File: config.mk
export PLATFORM = sky130hd
export DESIGN_NAME = if_fetch_stage
export DESIGN_NICKNAME = d
export VERILOG_FILES = /design/src/rtl/if_fetch_stage_pkg.sv /design/src/rtl/if_hold_buffer.sv /design/src/rtl/if_fetch_stage.sv
export SDC_FILE = /design/constraint.sdc
export NUM_CORES = 1
export LEC_CHECK = 0
export ABC_AREA = 1
export CAP_MARGIN = 10
export CORE_MARGIN = 3
export CORE_UTILIZATION = 60
export CTS_BUF_LIST = sky130_fd_sc_hd__clkbuf_4 sky130_fd_sc_hd__clkbuf_8
export CTS_CLUSTER_DIAMETER = 30
export DETAILED_ROUTE_END_ITERATION = 8
export DONT_BUFFER_PORTS = 1
export PLACE_DENSITY_LB_ADDON = 0.2
export SYNTH_ARGS = -nofsm -noshare
export SYNTH_HDL_FRONTEND = slang
export SYNTH_SLANG_ARGS = --single-unit
File: constraint.sdc
create_clock -name clock -period 1.85 [get_ports clock]
set_input_delay 0.4625 -clock clock [delete_from_list [all_inputs] [get_ports clock]]
set_output_delay 0.4625 -clock clock [all_outputs]
set_load 0.05 [all_outputs]
File: src/rtl/if_fetch_stage_pkg.sv
// Shared definitions for the IF stage: fetch FSM states, default reset PC and NOP encoding.
package if_fetch_stage_pkg;

    localparam int unsigned InstrWidth = 32;

    localparam logic [31:0] ResetPcDefault  = 32'h0000_0000;
    // sll $0,$0,0
    localparam logic [31:0] NopInstrDefault = 32'h0000_0000;

    typedef enum logic [1:0] {
        StBoot  = 2'd0,
        StFetch = 2'd1,
        StHold  = 2'd2,
        StDrop  = 2'd3
    } fetch_state_e;

    function automatic logic [31:0] align_word(input logic [31:0] addr);
        return {addr[31:2], 2'b00};
    endfunction

endpackage

File: src/rtl/if_hold_buffer.sv
// One-entry register with a full flag; parks an instruction that returns while the pipe is stalled.
module if_hold_buffer
    import if_fetch_stage_pkg::*;
(
    input  logic                  clock,
    input  logic                  reset_n,
    input  logic                  load_i,
    input  logic                  unload_i,
    input  logic                  clear_i,
    input  logic [InstrWidth-1:0] data_i,
    output logic [InstrWidth-1:0] data_o,
    output logic                  full_o
);

    logic [InstrWidth-1:0] data_q;
    logic                  full_q;

    always_ff @(posedge clock or negedge reset_n) begin
        if (!reset_n) begin
            data_q <= '0;
            full_q <= 1'b0;
        end else if (clear_i) begin
            full_q <= 1'b0;
        end else if (load_i) begin
            data_q <= data_i;
            full_q <= 1'b1;
        end else if (unload_i) begin
            full_q <= 1'b0;
        end
    end

    assign data_o = data_q;
    assign full_o = full_q;

endmodule

File: src/rtl/if_fetch_stage.sv
// MIPS IF stage: PC, imem request handshake, branch redirect and IF/ID pipeline register.
module if_fetch_stage
    import if_fetch_stage_pkg::*;
#(
    parameter logic [31:0] RESET_PC  = ResetPcDefault,
    parameter logic [31:0] NOP_INSTR = NopInstrDefault
) (
    input  logic        clock,
    input  logic        reset_n,
    input  logic        stall,
    input  logic        takebranch,
    input  logic [31:0] branch_target,
    output logic        imem_req,
    output logic [31:0] imem_addr,
    input  logic        imem_ready,
    input  logic [31:0] imem_rdata,
    output logic [31:0] ifid_ir,
    output logic [31:0] ifid_pc4,
    output logic        ifid_valid
);

    fetch_state_e state_q, state_d;
    logic [31:0]  pc_q, pc_d;
    logic [31:0]  tgt_q, tgt_d;
    logic [31:0]  ir_q, ir_d;
    logic [31:0]  pc4_q, pc4_d;
    logic         valid_q, valid_d;

    logic         hold_load;
    logic         hold_unload;
    logic [31:0]  hold_data;
    logic         hold_full;
    logic [31:0]  pc_plus4;

    assign pc_plus4 = pc_q + 32'd4;

    if_hold_buffer u_hold_buffer (
        .clock    (clock),
        .reset_n  (reset_n),
        .load_i   (hold_load),
        .unload_i (hold_unload),
        .clear_i  (1'b0),
        .data_i   (imem_rdata),
        .data_o   (hold_data),
        .full_o   (hold_full)
    );

    always_comb begin
        state_d     = state_q;
        pc_d        = pc_q;
        tgt_d       = tgt_q;
        ir_d        = ir_q;
        pc4_d       = pc4_q;
        valid_d     = valid_q;
        hold_load   = 1'b0;
        hold_unload = 1'b0;

        unique case (state_q)
            StBoot: begin
                state_d = StFetch;
            end
            StFetch: begin
                if (stall) begin
                    // A word returning under stall is parked; otherwise the request just waits.
                    if (imem_ready) begin
                        hold_load = 1'b1;
                        state_d   = StHold;
                    end
                end else if (takebranch) begin
                    ir_d    = NOP_INSTR;
                    pc4_d   = 32'h0;
                    valid_d = 1'b0;
                    if (imem_ready) begin
                        pc_d = align_word(branch_target);
                    end else begin
                        tgt_d   = align_word(branch_target);
                        state_d = StDrop;
                    end
                end else if (imem_ready) begin
                    ir_d    = imem_rdata;
                    pc4_d   = pc_plus4;
                    valid_d = 1'b1;
                    pc_d    = pc_plus4;
                end else begin
                    ir_d    = NOP_INSTR;
                    pc4_d   = 32'h0;
                    valid_d = 1'b0;
                end
            end
            StHold: begin
                if (!stall) begin
                    ir_d        = hold_data;
                    pc4_d       = pc_plus4;
                    valid_d     = hold_full;
                    pc_d        = pc_plus4;
                    hold_unload = 1'b1;
                    state_d     = StFetch;
                end
            end
            StDrop: begin
                // Wrong-path fetch still outstanding: keep its address until imem completes it.
                ir_d    = NOP_INSTR;
                pc4_d   = 32'h0;
                valid_d = 1'b0;
                if (imem_ready) begin
                    pc_d    = tgt_q;
                    state_d = StFetch;
                end
            end
            default: begin
                state_d = StBoot;
            end
        endcase
    end

    always_ff @(posedge clock or negedge reset_n) begin
        if (!reset_n) begin
            state_q <= StBoot;
            pc_q    <= RESET_PC;
            tgt_q   <= 32'h0;
            ir_q    <= NOP_INSTR;
            pc4_q   <= 32'h0;
            valid_q <= 1'b0;
        end else begin
            state_q <= state_d;
            pc_q    <= pc_d;
            tgt_q   <= tgt_d;
            ir_q    <= ir_d;
            pc4_q   <= pc4_d;
            valid_q <= valid_d;
        end
    end

    assign imem_req   = (state_q == StFetch) || (state_q == StDrop);
    assign imem_addr  = pc_q;
    assign ifid_ir    = ir_q;
    assign ifid_pc4   = pc4_q;
    assign ifid_valid = valid_q;

endmodule

---- After elaboration in Yosys (flattened, before gate mapping) ----
Cells that the tools add are included.
cells by class
  add/sub/neg operators ................... 1
  multipliers ............................. 0
  divide/modulo/power cells ............... 0
  magnitude comparators ................... 0
  eq/ne operators ......................... 10
  shifts and indexed selects .............. 0
  multiplexer cells ....................... 34
  bitwise gates (word level) .............. 2
  reduce and logical (&&, ||, !) cells .... 8
operators with widths
  operator                                       number
  2-to-1 mux 32 bit                              13
  one-hot mux 32 bit (3 select lines)            3
  adder 32 x 3 -> 32 bit, second input constant  1
  2-to-1 mux 2 bit                               6
  2-to-1 mux 1 bit                               10
  AND reduction 5 bit                            2
  != test 3 bit, second input constant           3
  != test 2 bit, second input constant           4
  one-hot mux 2 bit (4 select lines)             1
  == test 2 bit, second input constant           2
  AND reduction 4 bit                            1
  one-hot mux 1 bit (3 select lines)             1
  AND reduction 3 bit                            1
  nonzero test 3 bit                             1
  == test 2 x 1 -> 1 bit, second input constant  1
  zero test 2 bit                                1
  inverter 1 bit                                 2
  nonzero test 2 bit                             1
  logical OR 1 bit                               1
storage, ports and cells
  register bits ........................... 162
  bits in latches ......................... 0
  bits in writable memories ............... 0
  bits in read-only memories .............. 0
  logic and storage cells ................. 63
  memories ................................ 0

---- Longest topological paths before layout ----
  depth after elaboration ................. 5
  gate-level depth with buffers ........... 10
  mapped depth without buffers ............ 10

---- Modules after synthesis ----
Synthesis repeated with hierarchy kept, for this count alone.
unflattened totals
  cell total of the unflattened synthesis .. 995
  area total of the unflattened synthesis .. 7926.4 um^2
modules (own cells, without submodules)
  module          times used  cells an instance  area an instance (um^2)  sequential area each (um^2)
  if_fetch_stage  1           851                6513.7                   3153.0
  if_hold_buffer  1           144                1412.6                   825.8

---- Least setup slack after synthesis ----
OpenSTA, ideal clock, no wires.
  path type ............................... register to register
  from .................................... reg pc_q[2] (netlist: imem_addr[2])
  to ...................................... reg pc_q[12] (netlist: imem_addr[12])
  library setup time ...................... 0.121 ns
  data arrival time ....................... 1.779 ns
  data required time ...................... 1.729 ns
  path slack .............................. -0.049 ns
  stages on the path, launching flop included .. 11
  buffers on the path ..................... 0
  period minus slack after synthesis ...... 1.899 ns
  cell sequence ........................... dfrtp_1 ha_1 inv_1 nor2_2 nand2_1 nor2_1 nand2_1 nand2_1 nand2_1 nand2_1 a21oi_1
on the way
  longest elaborated chain between the ends .. 5
  elaborated cells on any way between the ends .. 6
RTL lines
  item                                     line                   RTL
  from (decl)                              if_fetch_stage.sv:23   logic [31:0] pc_q, pc_d;
  from (signal assigned)                   if_fetch_stage.sv:126  pc_q <= pc_d;
  adder 32 x 3 -> 32 bit (*)               if_fetch_stage.sv:35   assign pc_plus4 = pc_q + 32'd4;
  2-to-1 mux 32 bit                        if_fetch_stage.sv:79   end else if (imem_ready) begin
  2-to-1 mux 32 bit                        if_fetch_stage.sv:69   end else if (takebranch) begin
  2-to-1 mux 32 bit                        if_fetch_stage.sv:63   if (stall) begin
  one-hot mux 32 bit (3 select lines) (*)  if_fetch_stage.sv:58   unique case (state_q)
Every way passes the cells marked *; elsewhere a longest branch is shown, timed or not. The select of a mux whose other input is x is not followed.
A chain may end at the register's enable or synchronous reset.

---- Final worst setup path ----
  from .................................... reg pc_q[3] (netlist: imem_addr[3])
  to ...................................... reg pc_q[11] (netlist: imem_addr[11])
The elaborated chain is that of the path after synthesis.

==> results.md <==
- Status: finished, violations left
- Failing checks: hold timing
- PD cells: 2080 nW/um2
- I/O Pins: 167
- Yosys reg bits: 159
- Area of the multi-input gates: 3370 um2
- Overall power: 0.0182 W
- Headroom to the max-slew limit: 0.584
- Sequential power share: 0.464
- Required @ worst endpoint: 2.18 ns
- Synth unique cells: 39
- DP Area: 8320 um2
- Comb power frac: 0.395
- Remaining global-route overflow: 0
- Min-delay worst type: input port to async pin
- Reg area: 3980 um2
- WHS: -0.302 ns
- Port bufs: 0
- Util after Layout: 0.692
- Area grow syn2layout: 12.0%
- Worst reg2reg path depth: 8
- H-tree depth: 4
- Core footprint: 12700 um2
- Mapped cell area: 7830 um2
- Final Setup Violations: 0
- CP Launch Type: flop
- Reg2Reg Setup Slack: 0.06 ns
- Mapped Cells: 1005
- Antenna violations before repair: 0
- Static leakage: 4.32 nW
- Synth warn: 0
- Slew @ Worst Pin: 0.623 ns
- Die area: 14500 um2
- Pint: 0.00874 W
- # fillers: 1058
- Switch share: 0.520
- Via count of the first global-routing pass: 6642
- Antenna Violating Nets Remaining: 0
- Worst Path Class, Setup: flop to flop
- Clock sinks: 159
- CTS clock-pin slew for the worst setup and hold paths: 0.09 ns
- Die Wd: 120 um
- Post-Syn Area per Cell: 7.79 um2
- EDFF count, synth: 0
- Final Cell Area: 8770 um2
- Antenna cells: 0
- Vias: 6889
- Iter 0 DRT Violations: 481
- Worst EP arrival: 2.12 ns
- FP Rows: 41
- WL final: 21.0 mm
- CTS tree: done
- Pre-CTS setup slack: 0.0507 ns
- Period utilization: 0.966
- Mean routed wirelength per cell: 17.2 um
- Pin count of the biggest net entering global routing: 160
- Vias/cell: 5.65
- Clock Latency Late Sink: 0.45 ns
- Worst-path maximum fanout: 5
- Main flop type after synthesis: dfrtp_1
- Clk buf depth: 2
- Effective utilization at floorplan: 0.618
- Number of CTS-inserted buffers: 17
- GRT Overall Usage: 0.294
- Clk root buf: clkbuf_8
- Unrepaired setup endpoints after global routing: yes
- Height of the die: 120 um
- Final net count: 1106
- Setup clock skew after layout: 0.0129 ns
- Max Clk Rate: 559 MHz
- Async S/R FF share, synth: 1.00
- Worst R2R Start: imem_addr[3]
- Final WS setup: 0.0623 ns
- First-pass GRT wire length: 33.4 mm
- Fin. Hold Viols: 159
- Max-Cap Viols: 0
- VDD IR max: 1050 uV
- Psw: 0.00948 W
- CP Capture Type: flop
- Share of total power in the clock network: 0.141
- Share of cells above drive strength 1: 0.124
- Post-DP HPWL: 14.6 mm
- R2r endpoint: imem_addr[11]
- Sequential element share of the synthesized area: 0.508
- GPL Wtd Cong: 0.949
- Remaining design rule violation count: 0
- Pins Over Slew Limit: 0
- First-pass DRT Iterations: 5
- Period minus WS final: 1.79 ns
## kinds of logic after synthesis
kind of cell	count (synthesis)	synth area share
simple gates	507	0.258
compound gates	197	0.138
flops	159	0.508
buf+inv	121	0.0692
mux	12	0.0173
xor+xnor	7	0.00783
fa+ha+maj	1	0.00160
other cells	1	0.000479
## metrics by stage
stage               setup TNS, ns  std cells  hold WS, ns
floorplan                       0       1006        0.167
global placement                0       1188        0.171
detailed placement              0       1188        0.171
CTS                             0       1219       -0.326
global route               -0.107       1220       -0.332
finish                          0       1220       -0.302
## layout make-up
class                      instances  area share
clock buffer                      20      0.0300
clock inverter                    11      0.0147
inverter                          71      0.0304
multi-input combinational        726       0.384
sequential                       159       0.454
tap                              172      0.0245
timing repair buffer              61      0.0626
## worst max-delay path, cell delays in order (launching register included)
cell,delay (ns)
dfrtp_2,0.37
buf_4,0.22
nand3_1,0.23
nor2_4,0.28
nand2_1,0.09
nand2_1,0.08
nand2_1,0.11
o21ai_0,0.19
a21oi_1,0.09
## sequential cells by signal (all words and copies together), names as in the netlist
register,count
imem_addr,30
ifid_valid,1
u_hold_buffer.full_o,1
ifid_ir,32
u_hold_buffer.data_o,32
state_q,2
ifid_pc4,31
tgt_q,30
## cells in the final DEF, fill, tap and decap left out, types with 3 or more instances in the layout
cell      count
inv_1        68
a21oi_1     124
nand2_2       6
nor2_1      109
a22o_1        6
dfrtp_1     157
mux2_2       12
xnor2_1       3
nand2_1     326
a221oi_1     12
o21ai_1      12
inv_6         4
o21ai_0      32
clkbuf_8     18
buf_4        53
buf_12        7
nor2_2        9
nand3_1      47
## synthesized netlist by cell type, drive strengths merged (2+ instances only)
| library cell | n | share of area |
|---|---|---|
| nand2 | 332 | 0.16 |
| dfrtp | 159 | 0.51 |
| a21oi | 125 | 0.080 |
| nor2 | 120 | 0.060 |
| inv | 70 | 0.034 |
| nand3 | 49 | 0.032 |
| o21ai | 44 | 0.028 |
| buf | 34 | 0.027 |
| clkbuf | 16 | 0.0077 |
| a221oi | 12 | 0.013 |
| mux2 | 12 | 0.017 |
| a22o | 6 | 0.0067 |
| xnor2 | 4 | 0.0045 |
| xor2 | 3 | 0.0034 |
| and2 | 2 | 0.0016 |
| nand3b | 2 | 0.0019 |
| o211ai | 2 | 0.0019 |
| o22ai | 2 | 0.0016 |
## power groups by stage
stage / Clock (W) / Combinational [W] / Sequential (W)
2_1_floorplan: 0 / 0.00398 / 0.00937
3_3_place_gp: 0 / 0.00694 / 0.00844
3_5_place_dp: 0 / 0.00711 / 0.00849
4_1_cts: 0.00263 / 0.00713 / 0.00843
5_1_grt: 0.00275 / 0.00795 / 0.00865
6_report: 0.00257 / 0.00720 / 0.00845
## per-layer routing
| layer | GRT usage | wire length (um) |
|---|---|---|
| met4 | 0.109 | 452 |
| met2 | 0.440 | 9430 |
| met3 | 0.0935 | 2270 |
| met5 | 0 | 0 |
| met1 | 0.408 | 8860 |
## how the worst max path moves through the flow
stage | start | end | slack (ns) | depth (start not counted)
6_report | imem_addr[3] | imem_addr[11] | 0.06 | 8
5_1_grt | imem_addr[3] | imem_addr[11] | -0.08 | 8
4_1_cts | imem_addr[2] | imem_addr[25] | 0.02 | 9
3_5_place_dp | imem_addr[2] | imem_addr[25] | 0.05 | 9
3_3_place_gp | imem_addr[2] | imem_addr[7] | 0.12 | 8
2_1_floorplan | imem_addr[6] | imem_addr[14] | 0.08 | 9
## timing repair
| action | 4_1_cts | 5_1_grt |
|---|---|---|
| hold endpoints to repair | 159 | 159 |
| setup endpoints to repair | 0 | 20 |
| resized for setup | 0 | 11 |
| buffers inserted | 0 | 1 |
Note: power is estimated with default switching activity, not from simulation.
